$ cat src/rtl/vga_pkg.sv
// Purpose: shared 640x480@60 raster geometry and pixel type for the frame-buffer path.
// Latency: n/a (package only).
// Backpressure: n/a. Used by both the scanout (read) side and the frame-buffer write side.
package vga_pkg;

   // Horizontal timing, in pixel clocks.
   localparam int H_ACTIVE = 640;
   localparam int H_FP     = 16;
   localparam int H_SYNC   = 96;
   localparam int H_BP     = 48;
   localparam int H_TOTAL  = H_ACTIVE + H_FP + H_SYNC + H_BP;

   // Vertical timing, in lines.
   localparam int V_ACTIVE = 480;
   localparam int V_FP     = 10;
   localparam int V_SYNC   = 2;
   localparam int V_BP     = 33;
   localparam int V_TOTAL  = V_ACTIVE + V_FP + V_SYNC + V_BP;

   localparam int COLOR_DEPTH = 8;
   localparam int ADDR_W      = 19;
   localparam int FB_DEPTH    = H_ACTIVE * V_ACTIVE;

   typedef struct packed {
      logic [COLOR_DEPTH-1:0] r;
      logic [COLOR_DEPTH-1:0] g;
      logic [COLOR_DEPTH-1:0] b;
   } rgb_t;

endpackage

$ cat src/rtl/vga_timing_gen.sv
// Purpose: free-running h/v raster counters with stage-0 de/hs/vs flags and frame_start.
// Latency: flags are combinational from the counters; frame_start is registered (high while counters read 0,0).
// Backpressure: none; the raster never stalls.
// Ports: clk_i/rst_ni clock and async active-low reset; de0_o/hs0_o/vs0_o stage-0 flags
//        (hs/vs active low); eof_o high on the last counter state of a frame; frame_start_o pulse.
module vga_timing_gen
   import vga_pkg::*;
#(
   parameter int H_ACTIVE = vga_pkg::H_ACTIVE,
   parameter int H_FP     = vga_pkg::H_FP,
   parameter int H_SYNC   = vga_pkg::H_SYNC,
   parameter int H_BP     = vga_pkg::H_BP,
   parameter int V_ACTIVE = vga_pkg::V_ACTIVE,
   parameter int V_FP     = vga_pkg::V_FP,
   parameter int V_SYNC   = vga_pkg::V_SYNC,
   parameter int V_BP     = vga_pkg::V_BP
) (
   input  logic clk_i,
   input  logic rst_ni,
   output logic de0_o,
   output logic hs0_o,
   output logic vs0_o,
   output logic eof_o,
   output logic frame_start_o
);

   localparam int HT = H_ACTIVE + H_FP + H_SYNC + H_BP;
   localparam int VT = V_ACTIVE + V_FP + V_SYNC + V_BP;
   localparam int HW = $clog2(HT);
   localparam int VW = $clog2(VT);

   logic [HW-1:0] h_cnt_q, h_cnt_d;
   logic [VW-1:0] v_cnt_q, v_cnt_d;
   logic          frame_start_q;
   logic          h_last, v_last;

   assign h_last = (h_cnt_q == HW'(HT - 1));
   assign v_last = (v_cnt_q == VW'(VT - 1));

   always_comb begin
      h_cnt_d = h_cnt_q + 1'b1;
      v_cnt_d = v_cnt_q;
      if (h_last) begin
         h_cnt_d = '0;
         v_cnt_d = v_last ? '0 : v_cnt_q + 1'b1;
      end
   end

   always_ff @(posedge clk_i or negedge rst_ni) begin
      if (!rst_ni) begin
         h_cnt_q       <= '0;
         v_cnt_q       <= '0;
         frame_start_q <= 1'b0;
      end else begin
         h_cnt_q       <= h_cnt_d;
         v_cnt_q       <= v_cnt_d;
         // Registered off the last state, so it is high while the counters read (0,0)
         // and never fires for the first frame after reset.
         frame_start_q <= h_last && v_last;
      end
   end

   assign de0_o = (h_cnt_q < HW'(H_ACTIVE)) && (v_cnt_q < VW'(V_ACTIVE));
   assign hs0_o = !((h_cnt_q >= HW'(H_ACTIVE + H_FP)) &&
                    (h_cnt_q <  HW'(H_ACTIVE + H_FP + H_SYNC)));
   assign vs0_o = !((v_cnt_q >= VW'(V_ACTIVE + V_FP)) &&
                    (v_cnt_q <  VW'(V_ACTIVE + V_FP + V_SYNC)));
   assign eof_o         = h_last && v_last;
   assign frame_start_o = frame_start_q;

endmodule

$ cat src/rtl/vga_scanout.sv
// Purpose: VGA read side: raster-order frame-buffer addressing, RAM-latency alignment, pin registers.
// Latency: RAM_LATENCY+1 cycles from counter state to all pins (frame_start is not delayed).
// Backpressure: none; RAM must return data exactly RAM_LATENCY (1..4) cycles after rd_addr.
// Ports: vga_clk/reset_n clock and async active-low reset; rd_addr/rd_data frame-buffer RAM
//        read port ({R,G,B}); vga_* DAC/connector pins; frame_start pulse at raster origin.
module vga_scanout
   import vga_pkg::*;
#(
   parameter int H_ACTIVE    = vga_pkg::H_ACTIVE,
   parameter int H_FP        = vga_pkg::H_FP,
   parameter int H_SYNC      = vga_pkg::H_SYNC,
   parameter int H_BP        = vga_pkg::H_BP,
   parameter int V_ACTIVE    = vga_pkg::V_ACTIVE,
   parameter int V_FP        = vga_pkg::V_FP,
   parameter int V_SYNC      = vga_pkg::V_SYNC,
   parameter int V_BP        = vga_pkg::V_BP,
   parameter int ADDR_W      = vga_pkg::ADDR_W,
   parameter int RAM_LATENCY = 2
) (
   input  logic                     vga_clk,
   input  logic                     reset_n,
   output logic [ADDR_W-1:0]        rd_addr,
   input  logic [3*COLOR_DEPTH-1:0] rd_data,
   output logic [COLOR_DEPTH-1:0]   vga_r,
   output logic [COLOR_DEPTH-1:0]   vga_g,
   output logic [COLOR_DEPTH-1:0]   vga_b,
   output logic                     vga_hs,
   output logic                     vga_vs,
   output logic                     vga_blank_n,
   output logic                     vga_sync_n,
   output logic                     frame_start
);

   localparam int L = RAM_LATENCY;

   logic de0, hs0, vs0, eof;

   vga_timing_gen #(
      .H_ACTIVE (H_ACTIVE),
      .H_FP     (H_FP),
      .H_SYNC   (H_SYNC),
      .H_BP     (H_BP),
      .V_ACTIVE (V_ACTIVE),
      .V_FP     (V_FP),
      .V_SYNC   (V_SYNC),
      .V_BP     (V_BP)
   ) u_timing (
      .clk_i         (vga_clk),
      .rst_ni        (reset_n),
      .de0_o         (de0),
      .hs0_o         (hs0),
      .vs0_o         (vs0),
      .eof_o         (eof),
      .frame_start_o (frame_start)
   );

   // Address counter: advances only on visible pixels, so during blanking it already
   // holds the next pixel to fetch. Running count replaces y*H_ACTIVE+x (no multiplier).
   logic [ADDR_W-1:0] rd_addr_q, rd_addr_d;

   always_comb begin
      rd_addr_d = rd_addr_q;
      if (eof) begin
         rd_addr_d = '0;
      end else if (de0) begin
         rd_addr_d = rd_addr_q + 1'b1;
      end
   end

   // Alignment pipe: flags travel alongside the RAM read so they meet rd_data.
   logic [L-1:0] de_pipe_q, hs_pipe_q, vs_pipe_q;
   rgb_t         rgb_q, rgb_d;
   logic         hs_q, vs_q, blank_n_q;

   // Blanked pixels are zeroed regardless of what the RAM returns.
   assign rgb_d = de_pipe_q[L-1] ? rgb_t'(rd_data) : '0;

   always_ff @(posedge vga_clk or negedge reset_n) begin
      if (!reset_n) begin
         rd_addr_q <= '0;
         de_pipe_q <= '0;
         hs_pipe_q <= '1;
         vs_pipe_q <= '1;
         rgb_q     <= '0;
         hs_q      <= 1'b1;
         vs_q      <= 1'b1;
         blank_n_q <= 1'b0;
      end else begin
         rd_addr_q    <= rd_addr_d;
         de_pipe_q[0] <= de0;
         hs_pipe_q[0] <= hs0;
         vs_pipe_q[0] <= vs0;
         for (int i = 1; i < L; i++) begin
            de_pipe_q[i] <= de_pipe_q[i-1];
            hs_pipe_q[i] <= hs_pipe_q[i-1];
            vs_pipe_q[i] <= vs_pipe_q[i-1];
         end
         rgb_q     <= rgb_d;
         hs_q      <= hs_pipe_q[L-1];
         vs_q      <= vs_pipe_q[L-1];
         blank_n_q <= de_pipe_q[L-1];
      end
   end

   assign rd_addr     = rd_addr_q;
   assign vga_r       = rgb_q.r;
   assign vga_g       = rgb_q.g;
   assign vga_b       = rgb_q.b;
   assign vga_hs      = hs_q;
   assign vga_vs      = vs_q;
   assign vga_blank_n = blank_n_q;
   assign vga_sync_n  = 1'b0;

endmodule

$ cat config.mk
export PLATFORM = sky130hd
export DESIGN_NAME = vga_scanout
export DESIGN_NICKNAME = d
export VERILOG_FILES = /design/src/rtl/vga_pkg.sv /design/src/rtl/vga_timing_gen.sv /design/src/rtl/vga_scanout.sv
export SDC_FILE = /design/constraint.sdc
export NUM_CORES = 1
export LEC_CHECK = 0
export BUFFER_PORTS_ARGS = -buffer_cell sky130_fd_sc_hd__buf_4
export CAP_MARGIN = 20
export CORE_MARGIN = 5
export CORE_UTILIZATION = 35
export CTS_BUF_LIST = sky130_fd_sc_hd__clkbuf_4 sky130_fd_sc_hd__clkbuf_8 sky130_fd_sc_hd__clkbuf_16
export DETAILED_ROUTE_END_ITERATION = 6
export SYNTH_ARGS = -nofsm -noshare
export SYNTH_HDL_FRONTEND = slang
export SYNTH_SLANG_ARGS = --single-unit
$ cat constraint.sdc
create_clock -name vga_clk -period 2.3 [get_ports vga_clk]
set_clock_uncertainty 0.2 [all_clocks]
set_input_delay 0.115 -clock vga_clk [delete_from_list [all_inputs] [get_ports vga_clk]]
set_output_delay 0.115 -clock vga_clk [all_outputs]
set_load 0.05 [all_outputs]
==> results of run 1 <==
[worst max-delay path, cell delays in order, from the launching register on]
cell,delay [ps]
dfrtp_1,440
a41o_1,290
or3_1,480
or4_1,550
a21oi_1,160
[worst paths after layout]
kind / to / depth (start not counted) / slack (ps)
min: de_pipe_q[1] / 0 / 150
max in group asynchronous: u_timing.h_cnt_q[8] / 2 / 1060
max reg2reg: rd_addr[15] / 4 / 130
min in group asynchronous: rd_addr[15] / 2 / 250
min reg2reg: de_pipe_q[1] / 0 / 150
max: rd_addr[15] / 4 / 130
[logic make-up (layout without fill, tap and decap cells)]
family | Yosys count | in the layout | share of synthesized area (%)
other | 1 | 1 | 0.123
flip-flops | 73 | 73 | 60.1
XOR/XNOR | 20 | 20 | 5.74
adder cells (fa/ha/maj) | 5 | 5 | 2.05
buffers and inverters | 18 | 131 | 2.38
AND/OR/NAND/NOR | 118 | 118 | 22.3
AO/OA/AOI/OAI | 36 | 36 | 7.29
[flip-flops by register name, summed over array words and instances, names as in the netlist]
signal	flops
rd_addr	19
u_timing.h_cnt_q	10
u_timing.v_cnt_q	10
vga_b	8
vga_g	8
vga_r	8
de_pipe_q	2
hs_pipe_q	2
vs_pipe_q	2
u_timing.frame_start_o	1
vga_blank_n	1
vga_hs	1
vga_vs	1
[report_power, final]
group / internal, mW / switching (mW)
sequential: 1.30 / 0.00589
combinational: 0.0921 / 0.132
clock: 0.644 / 0.499
total: 2.04 / 0.637
[cell type report]
cell class | instances | area (um^2)
fill | 772 | 4350
sequential | 73 | 1830
multi-input combinational | 180 | 1150
timing repair buffer | 106 | 858
clock buffer | 10 | 138
tap | 108 | 135
clock inverter | 6 | 90.1
inverter | 9 | 33.8
[layer usage]
metal,track usage [%],wire length [um]
met1,18.2,3090
met2,19.6,3000
met3,2.28,636
met4,6.87,163
met5,0,0
[cell usage after synthesis (2+ instances only)]
cell      count  area [um^2]
nor3_1        5         25.0
nor2_1       16         60.1
or4_1         5         37.5
nand4_1      11         68.8
xor2_1        9         78.8
o31ai_1       6         45.0
nand2_1       8         30.0
a21oi_1      13         65.1
dfrtp_1      67         1680
nor4_1        3         18.8
and3_1        4         25.0
dfstp_2       6          158
clkbuf_1      7         26.3
inv_1         9         33.8
o21a_1        2         15.0
o21ai_0      10         50.1
and4_1        2         17.5
or3_1         7         43.8
and2_1       25          156
nand3_1      22          110
ha_1          5         62.6
xnor2_1      11         96.3
[metrics by stage]
step / instance area [um^2] / hold WS, ps / cells / total power [mW]
3_3_place_gp: 3770 / 112 / 451 / 1.53
4_1_cts: 4240 / 147 / 492 / 2.71
6_report: 4240 / 149 / 492 / 2.68
5_1_grt: 4240 / 158 / 492 / 2.78
3_5_place_dp: 3770 / 114 / 451 / 1.53
2_1_floorplan: 3050 / -381 / 271 / 1.43
[timing repair]
item | in CTS | in global routing
gates resized for setup | 0 | 0
endpoints found under the setup margin | 0 | 0
buffers inserted | 0 | 0
hold endpoints to repair | 91 | 0
hold buffers | 25 | 0
==> results_dict.tcl, run 1 <==
set metrics [dict create \
    viasPerCell 4.84 \
    synth-seq-cells 73 \
    drv_slew 0 \
    final.period_utilization_pct 94.5 \
    core_area_um2 8590 \
    vdd_drop_max_v 0.000320 \
    firstDrtPassIters 4 \
    avgSynthCellArea_um2 11.3 \
    crit_path_end_kind "register" \
    numCtsBuffers 9 \
    die_w_um 103 \
    clkTransAtPathRegs_ps 80 \
    hold_start "de_pipe_q[0]" \
    drt.antenna.violating_nets 0 \
    num_vias 2380 \
    clockRootBuffer "clkbuf_8" \
    power_density_nw_per_um2 631 \
    syn_area_um2 3050 \
    leakage_nw 1.92 \
    layout_common_cells "buf_4 (81), dfrtp_1 (67), and2_1 (25), dlygate4sd3_1 (25), nand3_1 (22)" \
    fmax_mhz 460 \
    r2r_start "u_timing.v_cnt_q[8]" \
    fp.dieH_um 103 \
    pre_cts_slack_ps 136 \
    overflow 0 \
    worstMarginPinSlew_ps 909 \
    yosysSeqAreaShare_pct 60.1 \
    min_path_type "reg2reg" \
    setup_tns_ps 0 \
    nNetsFinal 410 \
    synth-edff-count 0 \
    htree_levels 3 \
    cp.arrival_ps 2250 \
    route.detailed.drc 0 \
    antenna_found_initial 0 \
    io_buffers 72 \
    dpl.hpwl_um 4580 \
    max-slew-margin-rel_pct 39.4 \
    synth_cell_type_count 40 \
    num_rows 34 \
    fin_util_pct 49.4 \
    globalplace.congestion 0.755 \
    num_antenna_cells 0 \
    critical_path_class "reg2reg" \
    grt_first_pass_wirelength_um 10900 \
    fin_crit_ps 2170 \
    max-cap-violations 0 \
    initial_core_util_pct 35.5 \
    clockBufferDepth 2 \
    synth-async-reset-ratio_pct 100 \
    area.growth.synth_to_final_pct 39.0 \
    path_max_fanout 10 \
    synth_nets 302 \
    syn_inst 271 \
    cts_sinks 73 \
    hold_viol 0 \
    critPathLaunch "u_timing.v_cnt_q[8]" \
    setup_ws_ps 127 \
    layout_commonest_cell "buf_4" \
    clock_latency_ps 350 \
    die-area_um2 10700 \
    yosys_warnings 0 \
    cts_tree "done" \
    drt-total-wl_um 6890 \
    setup_viol 0 \
    grtUsageTotal_pct 13.1 \
    worst_ep_required_time_ps 2380 \
    grt_max_degree 74 \
    crit_path_start_kind "register" \
    wire_per_inst_um 14.0 \
    grt_pass1_vias 2228 \
    status "complete, no violations" \
    drt_iter0_markers 92 \
    rsz0062_at_grt "no" \
    io_pins 74 \
    synth_flop_cell "dfrtp_1" \
    drive_above_1_share_pct 28.4 \
]
Note: power is estimated with default switching activity, not from simulation.
==> run 2: changes to the inputs <==
- BUFFER_PORTS_ARGS: -buffer_cell sky130_fd_sc_hd__buf_4 -> not set
- DONT_BUFFER_PORTS: not set -> 1
==> run 2 against run 1 <==
First-iteration DRC count up 72%. Power shrank 7.3%. Clock power is 11% lower. Critical endpoint unchanged. Core utilization is 4.7 points lower. Sequential power increased by 6%. Critical path type unchanged. Routed wire length down 6.4%.
==> results_dict.tcl, run 2 (synthesis gave the netlist of run 1 again) <==
set metrics [dict create \
    status "complete, no violations" \
    globalplace.congestion 0.832 \
    pre_cts_slack_ps 146 \
    drt-total-wl_um 6450 \
    fp.dieH_um 103 \
    max-slew-margin-rel_pct 65.2 \
    power_density_nw_per_um2 647 \
    cpLargestDelayFamily "simple AND/OR/NAND/NOR gates" \
    num_antenna_cells 0 \
    layout_commonest_cell "dfrtp_1" \
    min_path_type "in2async" \
    critical_path_class "reg2reg" \
    clkTransAtPathRegs_ps 80 \
    cp.arrival_ps 2240 \
    leakage_nw 1.66 \
    num_rows 34 \
    core_area_um2 8590 \
    io_buffers 0 \
    clockBufferDepth 2 \
    cts_setup_buffers 0 \
    cp_slowest_cell "or4_1" \
    cts_sinks 73 \
    crit_path_start_kind "register" \
    path_max_fanout 10 \
    drive_above_1_share_pct 16.7 \
    nNetsFinal 356 \
    hold_viol 0 \
    worst_ep_required_time_ps 2360 \
    final.fill_count 799 \
    area.growth.synth_to_final_pct 25.7 \
    hold_ws_ps 113 \
    grt_pass1_vias 2086 \
    rrSetupSlack_ps 120 \
    grt_max_degree 74 \
    fin_crit_ps 2180 \
    setup_tns_ps 0 \
    cts_tree "done" \
    setup_ws_ps 123 \
    io_pins 74 \
    clock_latency_ps 330 \
    dpl.hpwl_um 4400 \
    largest_reg_flops 19 \
    grt_first_pass_wirelength_um 9970 \
    crit_chain "a41o_1 > or3_1 > or4_1 > a21oi_1" \
    max-cap-violations 0 \
    die-area_um2 10700 \
    drt.antenna.violating_nets 0 \
    crit_buf_inv 0 \
    setup_viol 0 \
    initial_core_util_pct 35.5 \
    critical_path.max_stage_delay_ps 540 \
    clockRootBuffer "clkbuf_8" \
    htree_levels 3 \
    antenna_found_initial 0 \
    firstDrtPassIters 4 \
    die_w_um 103 \
    numCtsBuffers 9 \
    wire_per_inst_um 14.7 \
    worstMarginPinSlew_ps 522 \
    viasPerCell 5.05 \
    drv_slew 0 \
    fmax_mhz 459 \
    grtUsageTotal_pct 12.0 \
    num_vias 2214 \
    layout_common_cells "dfrtp_1 (67), buf_4 (26), and2_1 (25), dlygate4sd3_1 (25), nand3_1 (22)" \
    crit_path_end_kind "register" \
    rsz0062_at_grt "no" \
    vdd_drop_max_v 0.000200 \
    final.period_utilization_pct 94.7 \
    post_cts_resized 0 \
    drt_iter0_markers 158 \
    route.detailed.drc 0 \
    overflow 0 \
]
==> run 2: cell types whose count changed in the layout (fill, tap and decap cells not counted), sizes merged <==
cell and delta:
clkinvlp +1, buf -54, bufinv -1, clkinv +1, inv -1
==> run 2: per-layer routing <==
layer  part of all wire, %  wire, um  vias up  global-route usage [%]
met5                     0         0        -                       0
met4                   1.0        67        0                    4.48
met3                   8.8       566        4                    4.36
met2                    46      2990       72                    19.3
met1                    44      2820     1085                    14.8
li1                      -         -     1053                       -
==> run 2: power breakdown <==
group	internal [mW]	switching [mW]	total, mW
logic	0.0436	0.0386	0.0822
clock network	0.532	0.476	1.01
registers	1.30	0.0872	1.39
==> run 2: final timing paths <==
path                                startpoint      endpoint  cells past startpoint
setup / recovery           u_timing.v_cnt_q[8]   rd_addr[15]                      4
hold / removal                         reset_n   rd_addr[16]                      2
setup reg to reg           u_timing.v_cnt_q[8]   rd_addr[15]                      4
hold reg to reg                   vs_pipe_q[0]  vs_pipe_q[1]                      0
max in group asynchronous              reset_n        vga_hs                      2
min in group vga_clk              vs_pipe_q[0]  vs_pipe_q[1]                      0
==> run 2: metrics by stage <==
step                util (%)  area, um^2  power (mW)  std cells
floorplan                  -        3050        1.43        271
global placement        39.0        3350        1.44        396
detailed placement      39.0        3350        1.44        396
CTS                     44.6        3840        2.51        438
global route            44.6        3840        2.58        438
finish                  44.6        3840        2.48        438
==> run 2: cell type report <==
cell class                 instances  area [um^2]  area share, %
clock buffer                      10          138           3.59
clock inverter                     6         67.6           1.76
inverter                           9         33.8          0.881
multi-input combinational        180         1150           30.1
sequential                        73         1830           47.8
tap                              108          135           3.52
timing repair buffer              52          473           12.3
==> run 2: worst register-to-register path: cells and delay by family (launching register included) <==
kind | cells | cell delay (ps)
flip-flops | 1 | 430
AND/OR/NAND/NOR | 2 | 1030
AO/OA/AOI/OAI | 2 | 450
==> run 2: timing repair <==
action,in CTS,in global routing
hold endpoints to repair,97,0
setup endpoints to repair,0,0
hold buffers,26,0
==> run 3: changes to the inputs <==
- CORE_ASPECT_RATIO: not set -> 0.9
- REMOVE_ABC_BUFFERS: not set -> 1
==> run 3 against run 2 <==
Critical path depth stayed put. First-iteration DRC count is 33% lower. Sequential power hardly changed. Non-clock buffer count is 1 higher. Clock-buffer cell count stayed put. Combinational power is 1% higher. Power is 4.5% lower. Critical endpoint unchanged.
==> results_dict.tcl, run 3 (synthesis gave the netlist of run 1 again) <==
set metrics [dict create \
    worst_ep_required_time_ps 2370 \
    setup_viol 0 \
    clock_latency_ps 350 \
    cts_tree "done" \
    cpLargestDelayFamily "simple AND/OR/NAND/NOR gates" \
    wire_per_inst_um 15.3 \
    grt_first_pass_wirelength_um 11400 \
    rsz0062_at_grt "no" \
    firstDrtPassIters 4 \
    initial_core_util_pct 35.8 \
    grtUsageTotal_pct 13.5 \
    p_seq_share_pct 58.7 \
    p_sw_mw 0.619 \
    drv_slew 0 \
    hold_ws_ps 91.7 \
    crit_path_end_kind "register" \
    clockBufferDepth 2 \
    nNetsFinal 357 \
    pwr-share-clk_pct 37.8 \
    p_int_mw 1.75 \
    leakage_nw 1.65 \
    cts_sinks 73 \
    multi_input_area_um2 1160 \
    htree_levels 3 \
    die_w_um 108 \
    critical_path.max_stage_delay_ps 510 \
    drt.antenna.violating_nets 0 \
    crit_chain "a41o_1 > or3_4 > or4_1 > a21oi_1" \
    grt_pass1_vias 2207 \
    grt_max_degree 74 \
    num_vias 2247 \
    viasPerCell 4.99 \
    globalplace.congestion 0.796 \
    num_rows 32 \
    antenna_found_initial 0 \
    p_total_mw 2.37 \
    drt_iter0_markers 106 \
    cp.arrival_ps 2190 \
    drt-total-wl_um 6880 \
    num_antenna_cells 0 \
    crit_buf_inv 0 \
    critical_path_class "reg2reg" \
    fin_crit_ps 2110 \
    io_pins 74 \
    layout_common_cells "dfrtp_1 (67), buf_4 (27), and2_1 (25), dlygate4sd3_1 (25), nand3_1 (22)" \
    largest_reg_flops 19 \
    final.fill_count 791 \
    vdd_drop_max_v 0.000269 \
    numCtsBuffers 9 \
    fmax_mhz 473 \
    cp_slowest_cell "or4_1" \
    fin_util_pct 44.9 \
    overflow 0 \
    seqCellArea_um2 1830 \
    setup_tns_ps 0 \
    status "complete, no violations" \
    clkTransAtPathRegs_ps 80 \
    cts_setup_buffers 0 \
    max-cap-violations 0 \
    layout_commonest_cell "dfrtp_1" \
    pwr-share-comb_pct 3.5 \
    sw_frac_of_total_pct 26.1 \
    die-area_um2 10700 \
    power_density_nw_per_um2 619 \
    max-slew-margin-rel_pct 66.5 \
    core_area_um2 8530 \
    min_path_type "in2async" \
    drive_above_1_share_pct 17.2 \
    fp.dieH_um 98.6 \
    final.period_utilization_pct 91.9 \
    crit_path_start_kind "register" \
    area.growth.synth_to_final_pct 25.5 \
    path_max_fanout 10 \
    worstMarginPinSlew_ps 503 \
    hold_viol 0 \
    route.detailed.drc 0 \
    io_buffers 0 \
    dpl.hpwl_um 4440 \
    clockRootBuffer "clkbuf_8" \
]
[run 3: cell count changes in the layout (fill, tap and decap cells not counted)]
cell and delta:
or3_1 -1, inv_6 +1, clkinv_2 +1, clkbuf_4 +1
clkbuf_8 -1, bufinv_16 -1, or3_4 +1, clkinv_4 -1
buf_4 +1
[run 3: final timing paths]
| kind | start | endpoint | slack [ps] | cells past startpoint |
|---|---|---|---|---|
| min in group vga_clk | de_pipe_q[0] | de_pipe_q[1] | 150 | 0 |
| max in group asynchronous | reset_n | vga_hs | 1440 | 2 |
| min reg2reg | de_pipe_q[0] | de_pipe_q[1] | 150 | 0 |
| min | reset_n | vga_g[4] | 90 | 2 |
| max reg2reg | u_timing.v_cnt_q[8] | rd_addr[15] | 190 | 4 |
| max | u_timing.v_cnt_q[8] | rd_addr[15] | 190 | 4 |
[run 3: worst register-to-register path, cell delays in order (launching register included)]
cell and delay (ps):
dfrtp_1 450, a41o_1 290, or3_4 430, or4_1 520, a21oi_1 160
[run 3: power by group through the flow]
stage	registers [mW]	clock network [mW]	logic (mW)
2_1_floorplan	1.41	0	0.0178
3_3_place_gp	1.42	0	0.0185
3_5_place_dp	1.42	0	0.0192
4_1_cts	1.39	0.940	0.0842
5_1_grt	1.39	0.993	0.0942
6_report	1.39	0.896	0.0831
[run 3: timing repair]
item / in CTS / in global routing
hold endpoints to repair: 97 / 0
hold buffers: 26 / 0
gates resized for setup: 0 / 1
endpoints found under the setup margin: 0 / 2
[run 3: cell type report]
type                       count  share of cell area, %
clock buffer                  10                   3.43
clock inverter                 6                   1.11
inverter                       9                  0.882
multi-input combinational    180                   30.3
sequential                    73                   47.9
tap                          119                   3.89
timing repair buffer          53                   12.5
[run 3: routing by layer]
| layer | vias to the layer above | global-route usage (%) | part of all wire, % |
|---|---|---|---|
| met5 | - | 0 | 0 |
| met4 | 0 | 5.05 | 1.7 |
| met3 | 11 | 4.98 | 8.8 |
| met2 | 90 | 19.4 | 42 |
| met1 | 1087 | 18.5 | 47 |
| li1 | 1059 | - | - |
[run 3: stage by stage]
step	cells	setup slack (ps)	area, um^2
floorplan	262	-131	3010
global placement	408	180	3370
detailed placement	408	151	3370
CTS	450	115	3830
global route	450	86.1	3830
finish	450	187	3830
